## config.mk

```make
export PLATFORM = sky130hd
export DESIGN_NAME = button_input_controller
export DESIGN_NICKNAME = d
export VERILOG_FILES = /design/src/rtl/btn_pkg.sv /design/src/rtl/btn_debounce.sv /design/src/rtl/button_input_controller.sv
export SDC_FILE = /design/constraint.sdc
export NUM_CORES = 1
export LEC_CHECK = 0
export ABC_AREA = 0
export CORE_MARGIN = 2
export CORE_UTILIZATION = 35
export DETAILED_ROUTE_END_ITERATION = 7
export GPL_TIMING_DRIVEN = 0
export HOLD_SLACK_MARGIN = 0.12
export SYNTH_ARGS = -nofsm -noshare
export SYNTH_HDL_FRONTEND = slang
export SYNTH_HIERARCHICAL = 1
export SYNTH_SLANG_ARGS = --single-unit
export TNS_END_PERCENT = 50
```

## constraint.sdc

```tcl
create_clock -name CLK -period 5.16 [get_ports CLK]
set_input_delay 0.516 -clock CLK [delete_from_list [all_inputs] [get_ports CLK]]
set_output_delay 0.516 -clock CLK [all_outputs]
set_load 0.005 [all_outputs]
```

## src/rtl/btn_pkg.sv

```systemverilog
// Shared constants and types for the push-button peripheral: status word
// field offsets, region select code and the per-key debounce state encoding.
package btn_pkg;

    localparam int BTN_LEVEL_LSB   = 0;
    localparam int BTN_PRESS_LSB   = 8;
    localparam int BTN_RELEASE_LSB = 16;
    localparam int BTN_MAX         = 8;

    localparam logic [2:0] BTN_REGION_SEL = 3'b111;

    typedef enum logic {
        DB_STABLE   = 1'b0,
        DB_COUNTING = 1'b1
    } btn_db_state_t;

endpackage

```

## src/rtl/btn_debounce.sv

```systemverilog
// One key: two-flop synchroniser, polarity normalisation (1 = pressed) and a
// STABLE/COUNTING debouncer that emits single-cycle rise/fall pulses on accept.
module btn_debounce
    import btn_pkg::*;
#(
    parameter int DEBOUNCE_CYCLES = 500000,
    parameter bit ACTIVE_LOW      = 1'b1
) (
    input  logic CLK,
    input  logic RST,
    input  logic button_i,
    output logic level_o,
    output logic rise_o,
    output logic fall_o
);

    localparam int               CNT_W    = $clog2(DEBOUNCE_CYCLES);
    localparam logic [CNT_W-1:0] CNT_LAST = CNT_W'(DEBOUNCE_CYCLES - 1);
    localparam logic             RELEASED = ACTIVE_LOW;

    logic             sync_p0;
    logic             sync_p1;
    logic             sync_lvl;
    logic             stable;
    logic             stable_nxt;
    logic             differs;
    logic             at_last;
    logic [CNT_W-1:0] cnt;
    logic [CNT_W-1:0] cnt_nxt;
    btn_db_state_t    state;
    btn_db_state_t    state_nxt;

    // Synchroniser starts at the released level so reset never looks like a press.
    always_ff @(posedge CLK) begin
        if (RST) begin
            sync_p0 <= RELEASED;
            sync_p1 <= RELEASED;
        end else begin
            sync_p0 <= button_i;
            sync_p1 <= sync_p0;
        end
    end

    assign sync_lvl = sync_p1 ^ ACTIVE_LOW;
    assign differs  = (sync_lvl != stable);
    assign at_last  = (cnt == CNT_LAST);
    assign level_o  = stable;

    always_ff @(posedge CLK) begin
        if (RST) begin
            state  <= DB_STABLE;
            cnt    <= '0;
            stable <= 1'b0;
        end else begin
            state  <= state_nxt;
            cnt    <= cnt_nxt;
            stable <= stable_nxt;
        end
    end

    // Counter saturates into the accept, so it never wraps.
    always_comb begin
        state_nxt  = state;
        cnt_nxt    = cnt;
        stable_nxt = stable;
        case (state)
            DB_STABLE: begin
                if (differs) begin
                    state_nxt = DB_COUNTING;
                    cnt_nxt   = cnt + 1'b1;
                end else begin
                    cnt_nxt = '0;
                end
            end
            DB_COUNTING: begin
                if (!differs) begin
                    state_nxt = DB_STABLE;
                    cnt_nxt   = '0;
                end else if (at_last) begin
                    state_nxt  = DB_STABLE;
                    cnt_nxt    = '0;
                    stable_nxt = sync_lvl;
                end else begin
                    cnt_nxt = cnt + 1'b1;
                end
            end
            default: begin
                state_nxt = DB_STABLE;
                cnt_nxt   = '0;
            end
        endcase
    end

    always_comb begin
        rise_o = 1'b0;
        fall_o = 1'b0;
        if (state == DB_COUNTING && differs && at_last) begin
            rise_o = sync_lvl;
            fall_o = ~sync_lvl;
        end
    end

endmodule

```

## src/rtl/button_input_controller.sv

```systemverilog
// Memory-mapped push-button peripheral: debounced levels, sticky W1C press events
// and a registered status word. Release events exist only with BTN_RELEASE_EVENTS_EN.
module button_input_controller
    import btn_pkg::*;
#(
    parameter int N_BUTTONS       = 4,
    parameter int DEBOUNCE_CYCLES = 500000,
    parameter bit ACTIVE_LOW      = 1'b1
) (
    input  logic                 CLK,
    input  logic                 RST,
    input  logic [N_BUTTONS-1:0] buttons_i,
    input  logic                 cs_i,
    input  logic                 wren_i,
    input  logic [31:0]          data_i,
    output logic [31:0]          data_o
);

    logic [N_BUTTONS-1:0] level;
    logic [N_BUTTONS-1:0] rise;
    logic [N_BUTTONS-1:0] fall;
    logic [N_BUTTONS-1:0] press_q;
    logic [N_BUTTONS-1:0] press_clr;
    logic [31:0]          status;
    logic                 wr_en;

    assign wr_en = cs_i & wren_i;

    for (genvar i = 0; i < N_BUTTONS; i++) begin : g_key
        btn_debounce #(
            .DEBOUNCE_CYCLES (DEBOUNCE_CYCLES),
            .ACTIVE_LOW      (ACTIVE_LOW)
        ) u_debounce (
            .CLK      (CLK),
            .RST      (RST),
            .button_i (buttons_i[i]),
            .level_o  (level[i]),
            .rise_o   (rise[i]),
            .fall_o   (fall[i])
        );
    end

    assign press_clr = wr_en ? data_i[BTN_PRESS_LSB +: N_BUTTONS] : '0;

    // Set is OR-ed after the clear so an event arriving with a clear is kept.
    always_ff @(posedge CLK) begin
        if (RST) begin
            press_q <= '0;
        end else begin
            press_q <= (press_q & ~press_clr) | rise;
        end
    end

`ifdef BTN_RELEASE_EVENTS_EN
    logic [N_BUTTONS-1:0] release_q;
    logic [N_BUTTONS-1:0] release_clr;
    logic                 unused_bits;

    assign release_clr = wr_en ? data_i[BTN_RELEASE_LSB +: N_BUTTONS] : '0;
    assign unused_bits = ^data_i;

    always_ff @(posedge CLK) begin
        if (RST) begin
            release_q <= '0;
        end else begin
            release_q <= (release_q & ~release_clr) | fall;
        end
    end
`else
    logic unused_bits;

    assign unused_bits = ^{data_i, fall};
`endif

    always_comb begin
        status = '0;
        status[BTN_LEVEL_LSB +: N_BUTTONS] = level;
        status[BTN_PRESS_LSB +: N_BUTTONS] = press_q;
`ifdef BTN_RELEASE_EVENTS_EN
        status[BTN_RELEASE_LSB +: N_BUTTONS] = release_q;
`endif
    end

    // Read register captures the pre-update status, giving RAM-like one-cycle latency.
    always_ff @(posedge CLK) begin
        if (RST) begin
            data_o <= '0;
        end else if (cs_i) begin
            data_o <= status;
        end
    end

endmodule

```

==> results.md, run 1 <==
* Residual DRC count at 0
* Crit-path max FO at 23
* Slowest cell on the critical path: clkdlybuf4s50_1
* GR Overflow Total at 0
* Bufs and invs on worst path at 2
* Ys Warns at 6
* Fin Setup TNS at 0 ns
* Sink Count at 104
* DP HPWL at 6550 um
* Metal3 WL at 307 um
* Setup crit start: RST
* Worst reg2reg path endpoint: g_key[1].u_debounce/cnt[10]
* Share of post-route cells with drive strength above 1 at 0.147
* Placer Congestion at 0.816
* Clock slew at reported path FFs at 0.07 ns
* Largest net degree at the start of global routing at 24
* Endpoints failing setup at 0
* Synth-to-layout area growth at 16.9%
* Nets@finish at 624
* Max Used Layer: met4
* Core area at 13,200 um2
* Worst Tran Pin Value at 0.763 ns
* Relative slew slack at 0.489
* Initial DRC Count at 126
* PortBufs at 19
* CP Class: in -> reg
* Inserted Diodes at 0
* First-pass detailed-route iteration total at 4
* Min-Delay Path Class: reg -> reg
* Peak supply drop at 0.207 mV
* Starting density of the core at 0.356
* Fmax at 0.448 GHz
* Chip Width at 120 um
* Endpoint class of the critical path: register
* Status: completed
* Routed Antenna Nets at 0
* Vias at 3,676
* Worst path max stage delay at 0.96 ns
* Hold_buf cts at 0
* Fin. Hold Viols at 0
* CP Capture Point: g_key[2].u_debounce/cnt[8]
* Met1 Routed Length at 4380 um
* Worst r2r src: g_key[1].u_debounce/cnt[0]
* H-tree depth at 3
* Place WS at 2.52 ns
* TritonCTS Buffers at 9
* Initial antenna violation count at 0
* Flop-to-flop setup slack at 3.03 ns
* All-layer global routing usage at 0.130
* # Post-CTS Setup Buffers at 0
* Data arrival, critical path at 2.45 ns
* PwrDens at 279 nW/um2
* Chip height at 120 um
* Worst-path cell chain: clkdlybuf4s50_1 > a21oi_1 > o21ai_1 > clkbuf_1 > nor2_1
* I/O pin count at 72
* P_leak at 1.79 nW
* Placed insts at 745
* CTS resizes at 0
* Met2 wire len at 4190 um
* Util after Layout at 0.416
* WL final at 8950 um
* CP required at 5.37 ns
* Syn Area/Cell at 8.90 um2
* Hold Crit Start: g_key[0].u_debounce/sync_p0
* Root buf cell: clkbuf_16
* Routed len/inst at 11.8 um
* CP top delay family: buffers and inverters
* Final setup margin at 2.93 ns
* Gate count after technology mapping at 527
* Clock skew at 0.00720 ns
* Final std cells w/o fill at 761
* First-pass GRT wire length at 15,500 um
* Clk buf depth at 2
* # rows at 42
* Final Max Tran Viols at 0
* Max capacitance violation total at 0
* Mapped Area at 4690 um2
* Number of vias per cell at 4.83
* Worst Reg-to-Reg Cells at 5
* Worst-Skew Late Latency at 0.34 ns
* Levels on crit path at 5
* Min Tclk post-route at 2.23 ns
* RSZ-0062 raised after global routing: false
* Startpoint types: primary input
* Final period util at 0.433
* Vias in the first global route at 3,319
* CTS tree: built
* Die area at 14,300 um2
## flip-flops by register name (all words and copies together), names as in the netlist
register                  count
data_o                        8
g_key.u_debounce/cnt         76
g_key.u_debounce/level_o      4
g_key.u_debounce/state        4
g_key.u_debounce/sync_p0      4
g_key.u_debounce/sync_p1      4
press_q                       4
## worst register-to-register path, delay by kind of cell, from the launching register on
kind,cells,cell delay [ns]
adders and majority gates,1,0.25
buffers and inverters,1,0.38
AOI/OAI and AO/OA,1,0.58
and+or+nand+nor,2,0.42
DFF,1,0.38
## worst min path at each step
stage | end | slack (ns) | depth (start not counted)
floorplan | g_key[0].u_debounce/sync_p1 | 0.39 | 1
global placement | g_key[2].u_debounce/sync_p1 | 0.39 | 1
detailed placement | g_key[0].u_debounce/sync_p1 | 0.40 | 1
CTS | g_key[0].u_debounce/sync_p1 | 0.41 | 1
global route | g_key[1].u_debounce/sync_p1 | 0.42 | 1
finish | g_key[0].u_debounce/sync_p1 | 0.41 | 1
## stage by stage
| step | hold slack [ns] | cell area, um2 | power (mW) |
|---|---|---|---|
| after floorplan | 0.389 | 4780 | 0.859 |
| after global placement | 0.392 | 5190 | 0.875 |
| after detailed placement | 0.396 | 5190 | 0.875 |
| after CTS | 0.414 | 5490 | 1.55 |
| after global routing | 0.425 | 5490 | 1.59 |
| final | 0.410 | 5490 | 1.53 |
## routing by layer
layer,global-route usage,up-vias
met3,0.0290,8
met2,0.212,69
li1,-,1918
met1,0.174,1681
met5,0,-
met4,0.0331,0
## cell type report
class / instances / area (um2)
fillers: 1328 / 7700
multi-input cells: 396 / 2400
flip-flops and latches: 104 / 2080
clock buffers: 11 / 253
plain buffers: 38 / 251
well taps: 176 / 220
repair buffers: 19 / 190
clock inverters: 5 / 45.0
inverters: 12 / 45.0
## placed cells by master (no fill, tap or decap), drive strengths merged, types with 12 or more instances in the layout
cell	n
nor2	80
buf	26
or2	20
inv	16
xor2	20
mux2i	12
nand3	28
nand2	32
dfxtp	104
nand4	20
a21oi	20
xnor2	32
nor4	28
conb	24
clkdlybuf4s50	19
clkbuf	23
## power by group
| group | leakage [nW] | switching [mW] | total [mW] | internal (mW) |
|---|---|---|---|---|
| Sequential | 0.840 | 0.00217 | 0.809 | 0.807 |
| Clock | 0.145 | 0.309 | 0.671 | 0.363 |
| Combinational | 0.809 | 0.0218 | 0.0479 | 0.0261 |
| Total | 1.79 | 0.333 | 1.53 | 1.20 |
(Power assumes the default switching activity.)
==> run 2, diff against run 1 <==
==> constraint.sdc (replaced) <==
create_clock -name CLK -period 1.9 [get_ports CLK]
set_input_delay 0.19 -clock CLK [delete_from_list [all_inputs] [get_ports CLK]]
set_output_delay 0.19 -clock CLK [all_outputs]
set_load 0.005 [all_outputs]
==> run 2 against run 1 <==
Against the previous run: global-route usage is 0.091 points higher; via count is 1.0% higher; utilization is 1.3 points higher; combinational power grew to 2.8 times the previous value; sequential power grew to 2.7 times the previous value; sequential share of layout area is 0.92 points lower; highest routed layer unchanged; total power grew to 2.7 times the previous value.
==> results.md, run 2 (synthesis results as in run 1) <==
* CP top delay family: simple AND/OR/NAND/NOR gates (was buffers and inverters)
* Worst-path cell chain: buf_2 > nand2_2 > or3_1 > clkbuf_2 > or4_1 > a21oi_1 (was clkdlybuf4s50_1 > a21oi_1 > o21ai_1 > clkbuf_1 > nor2_1)
* First-pass GRT wire length at 15,600 um (was 15,500 um)
* Most frequent cells in the layout: dfxtp_1, nor2_1, buf_4, xnor2_1, nand2_1 (was dfxtp_1, nor2_1, xnor2_1, nor4_1, nand2_1)
* Flop-to-flop setup slack at 0.1 ns (was 3.03 ns)
* Crit-path max FO at 7 (was 23)
* Met3 track demand over resource at 0.0290 (unchanged)
* GRT met2 Usage at 0.214 (was 0.212)
* Clock slew at reported path FFs at 0.07 ns (about the same)
* Fmax at 0.555 GHz
* Hold Slack at 0.410 ns (about the same)
* Fillers at 1,319 (was 1,328)
* DP HPWL at 6550 um (unchanged)
* GR Overflow Total at 0 (unchanged)
* Core area at 13,200 um2 (unchanged)
* Fin. Hold Viols at 0 (unchanged)
* Peak supply drop at 0.567 mV (was 0.207 mV)
* WL final at 9240 um (was 8950 um)
* Data arrival, critical path at 2.07 ns (was 2.45 ns)
* Grt met1 use at 0.174 (about the same)
* # rows at 42 (unchanged)
* Worst Tran Pin Value at 0.779 ns (was 0.763 ns)
* CP required at 2.17 ns (was 5.37 ns)
* Routed len/inst at 12.0 um (was 11.8 um)
* Clock skew at 0.00897 ns (was 0.00720 ns)
* Relative slew slack at 0.480 (was 0.489)
* Vias in the first global route at 3,360 (was 3,319)
* I/O pin count at 72 (unchanged)
* Fin Setup TNS at 0 ns (unchanged)
* Min Tclk post-route at 1.80 ns
* PwrDens at 734 nW/um2 (was 279 nW/um2)
* Largest net degree at the start of global routing at 24 (unchanged)
* Startpoint types: register (was primary input)
* Biggest regs: g_key.u_debounce/cnt: 76 flops, data_o: 8 flops (unchanged)
* Hold Path Sink: g_key[0].u_debounce/sync_p1 (unchanged)
* Worst path max stage delay at 0.47 ns (was 0.96 ns)
* Hold Crit Start: g_key[0].u_debounce/sync_p0 (unchanged)
* Residual DRC count at 0 (unchanged)
* Worst r2r src: g_key[3].u_debounce/cnt[5] (was g_key[1].u_debounce/cnt[0])
* All-layer global routing usage at 0.131 (was 0.130)
* Routed Antenna Nets at 0 (unchanged)
* Endpoint class of the critical path: register (unchanged)
* Vias at 3,713 (was 3,676)
* P_leak at 1.87 nW (was 1.79 nW)
* Worst-Skew Late Latency at 0.34 ns (about the same)
* PnR Total Power at 4.16 mW (was 1.53 mW)
* Worst Reg-to-Reg Cells at 6 (was 5)
* CP Class: reg -> reg (was in -> reg)
* Max capacitance violation total at 0 (unchanged)
* Root buf cell: clkbuf_16 (unchanged)
* Hold Crit Depth at 1 (unchanged)
* Reg with most FFs: g_key.u_debounce/cnt (unchanged)
* Number of vias per cell at 4.83 (about the same)
* First-pass detailed-route iteration total at 6 (was 4)
* CTS tree: built (unchanged)
* Placer Congestion at 0.816 (unchanged)
* TritonCTS Buffers at 9 (unchanged)
* Initial DRC Count at 106 (was 126)
* Final setup margin at 0.0973 ns (was 2.93 ns)
* Synth-to-layout area growth at 20.6% (was 16.9%)
* Endpoints failing setup at 0 (unchanged)
* Worst reg2reg path endpoint: g_key[3].u_debounce/cnt[17] (was g_key[1].u_debounce/cnt[10])
* Commonest non-fill, non-tap cell in the layout: dfxtp_1 (unchanged)
* Nets@finish at 632 (was 624)
* Chip Width at 120 um (unchanged)
* PortBufs at 19 (unchanged)
* Most Crowded Layer GR: met2 (unchanged)
* Status: completed (unchanged)
* Clk buf depth at 2 (unchanged)
* Starting density of the core at 0.356 (unchanged)
* RSZ-0062 raised after global routing: true (was false)
* Bufs and invs on worst path at 2 (unchanged)
* H-tree depth at 3 (unchanged)
* Final Max Tran Viols at 0 (unchanged)
* Final period util at 0.949
* Die area at 14,300 um2 (unchanged)
* Max FFs per register at 76 (unchanged)
* Min-Delay Path Class: reg -> reg (unchanged)
* Inserted Diodes at 0 (unchanged)
* Placed Area at 5190 um2 (unchanged)
* Place WS at -0.417 ns (was 2.52 ns)
* Cell area after layout at 5660 um2 (was 5490 um2)
* Share of post-route cells with drive strength above 1 at 0.206 (was 0.147)
* Slowest cell on the critical path: or4_1 (was clkdlybuf4s50_1)
* Chip height at 120 um (unchanged)
* Sink Count at 104 (unchanged)
* Initial antenna violation count at 0 (unchanged)
==> run 2: per-stage QoR <==
| step | std cells | utilization |
|---|---|---|
| 2_1_floorplan | 550 | - |
| 3_3_place_gp | 745 | 0.393 |
| 3_5_place_dp | 745 | 0.393 |
| 4_1_cts | 763 | 0.420 |
| 5_1_grt | 769 | 0.429 |
| 6_report | 769 | 0.429 |
==> run 2: cell type report <==
cell class / instances / area (um2) / share of cell area
Multi-Input combinational cell: 396 / 2490 / 0.440
Buffer: 38 / 259 / 0.0458
Timing Repair Buffer: 27 / 253 / 0.0447
Tap cell: 176 / 220 / 0.0389
Clock buffer: 11 / 253 / 0.0447
Sequential cell: 104 / 2100 / 0.370
Clock inverter: 5 / 45.0 / 0.00796
Inverter: 12 / 45.0 / 0.00796
==> run 2: worst max path at each step <==
stage	cells past startpoint	startpoint	slack, ns	end
after floorplan	6	g_key[0].u_debounce/cnt[0]	0.21	press_q[0]
after global placement	5	RST	-0.35	g_key[0].u_debounce/cnt[7]
after detailed placement	5	RST	-0.42	g_key[2].u_debounce/cnt[8]
after CTS	6	g_key[0].u_debounce/cnt[0]	-0.04	press_q[0]
after global routing	5	g_key[3].u_debounce/cnt[3]	-0.05	g_key[3].u_debounce/cnt[17]
final	6	g_key[3].u_debounce/cnt[5]	0.1	g_key[3].u_debounce/cnt[17]
==> run 2: routing by layer <==
layer,share of wire,vias up
met3,0.035,8
met4,0.011,0
li1,-,1932
met1,0.48,1705
met5,0,-
met2,0.48,68
==> run 2: worst register-to-register path, delay by kind of cell, from the launching register on <==
kind,cells,cell delay [ns]
AO/OA/AOI/OAI,1,0.15
buffers and inverters,2,0.33
flip-flops,1,0.31
AND/OR/NAND/NOR,3,0.94
==> run 2: where the power goes <==
group / switching (mW) / total [mW] / internal (mW)
clock: 0.842 / 1.83 / 0.985
sequential: 0.00601 / 2.20 / 2.19
combinational: 0.0602 / 0.132 / 0.0722
total: 0.908 / 4.16 / 3.25
==> run 2: repair_timing <==
action / CTS / global route
resized for setup: 12 / 28
setup buffers: 2 / 6
pin swaps: 5 / 6
setup endpoints to repair: 44 / 51
hold buffers: 0 / 0
==> run 3, diff against run 2 <==
==> constraint.sdc (replaced) <==
create_clock -name CLK -period 1.9 [get_ports CLK]
set_input_delay 0.19 -clock CLK [delete_from_list [all_inputs] [get_ports CLK]]
set_output_delay 0.19 -clock CLK [all_outputs]
set_load 0.05 [all_outputs]
==> results of run 3 <==
The final DEF is identical to that of run 2. Status: completed.
Main changes from that run: total power 4.16 mW -> 4.25 mW
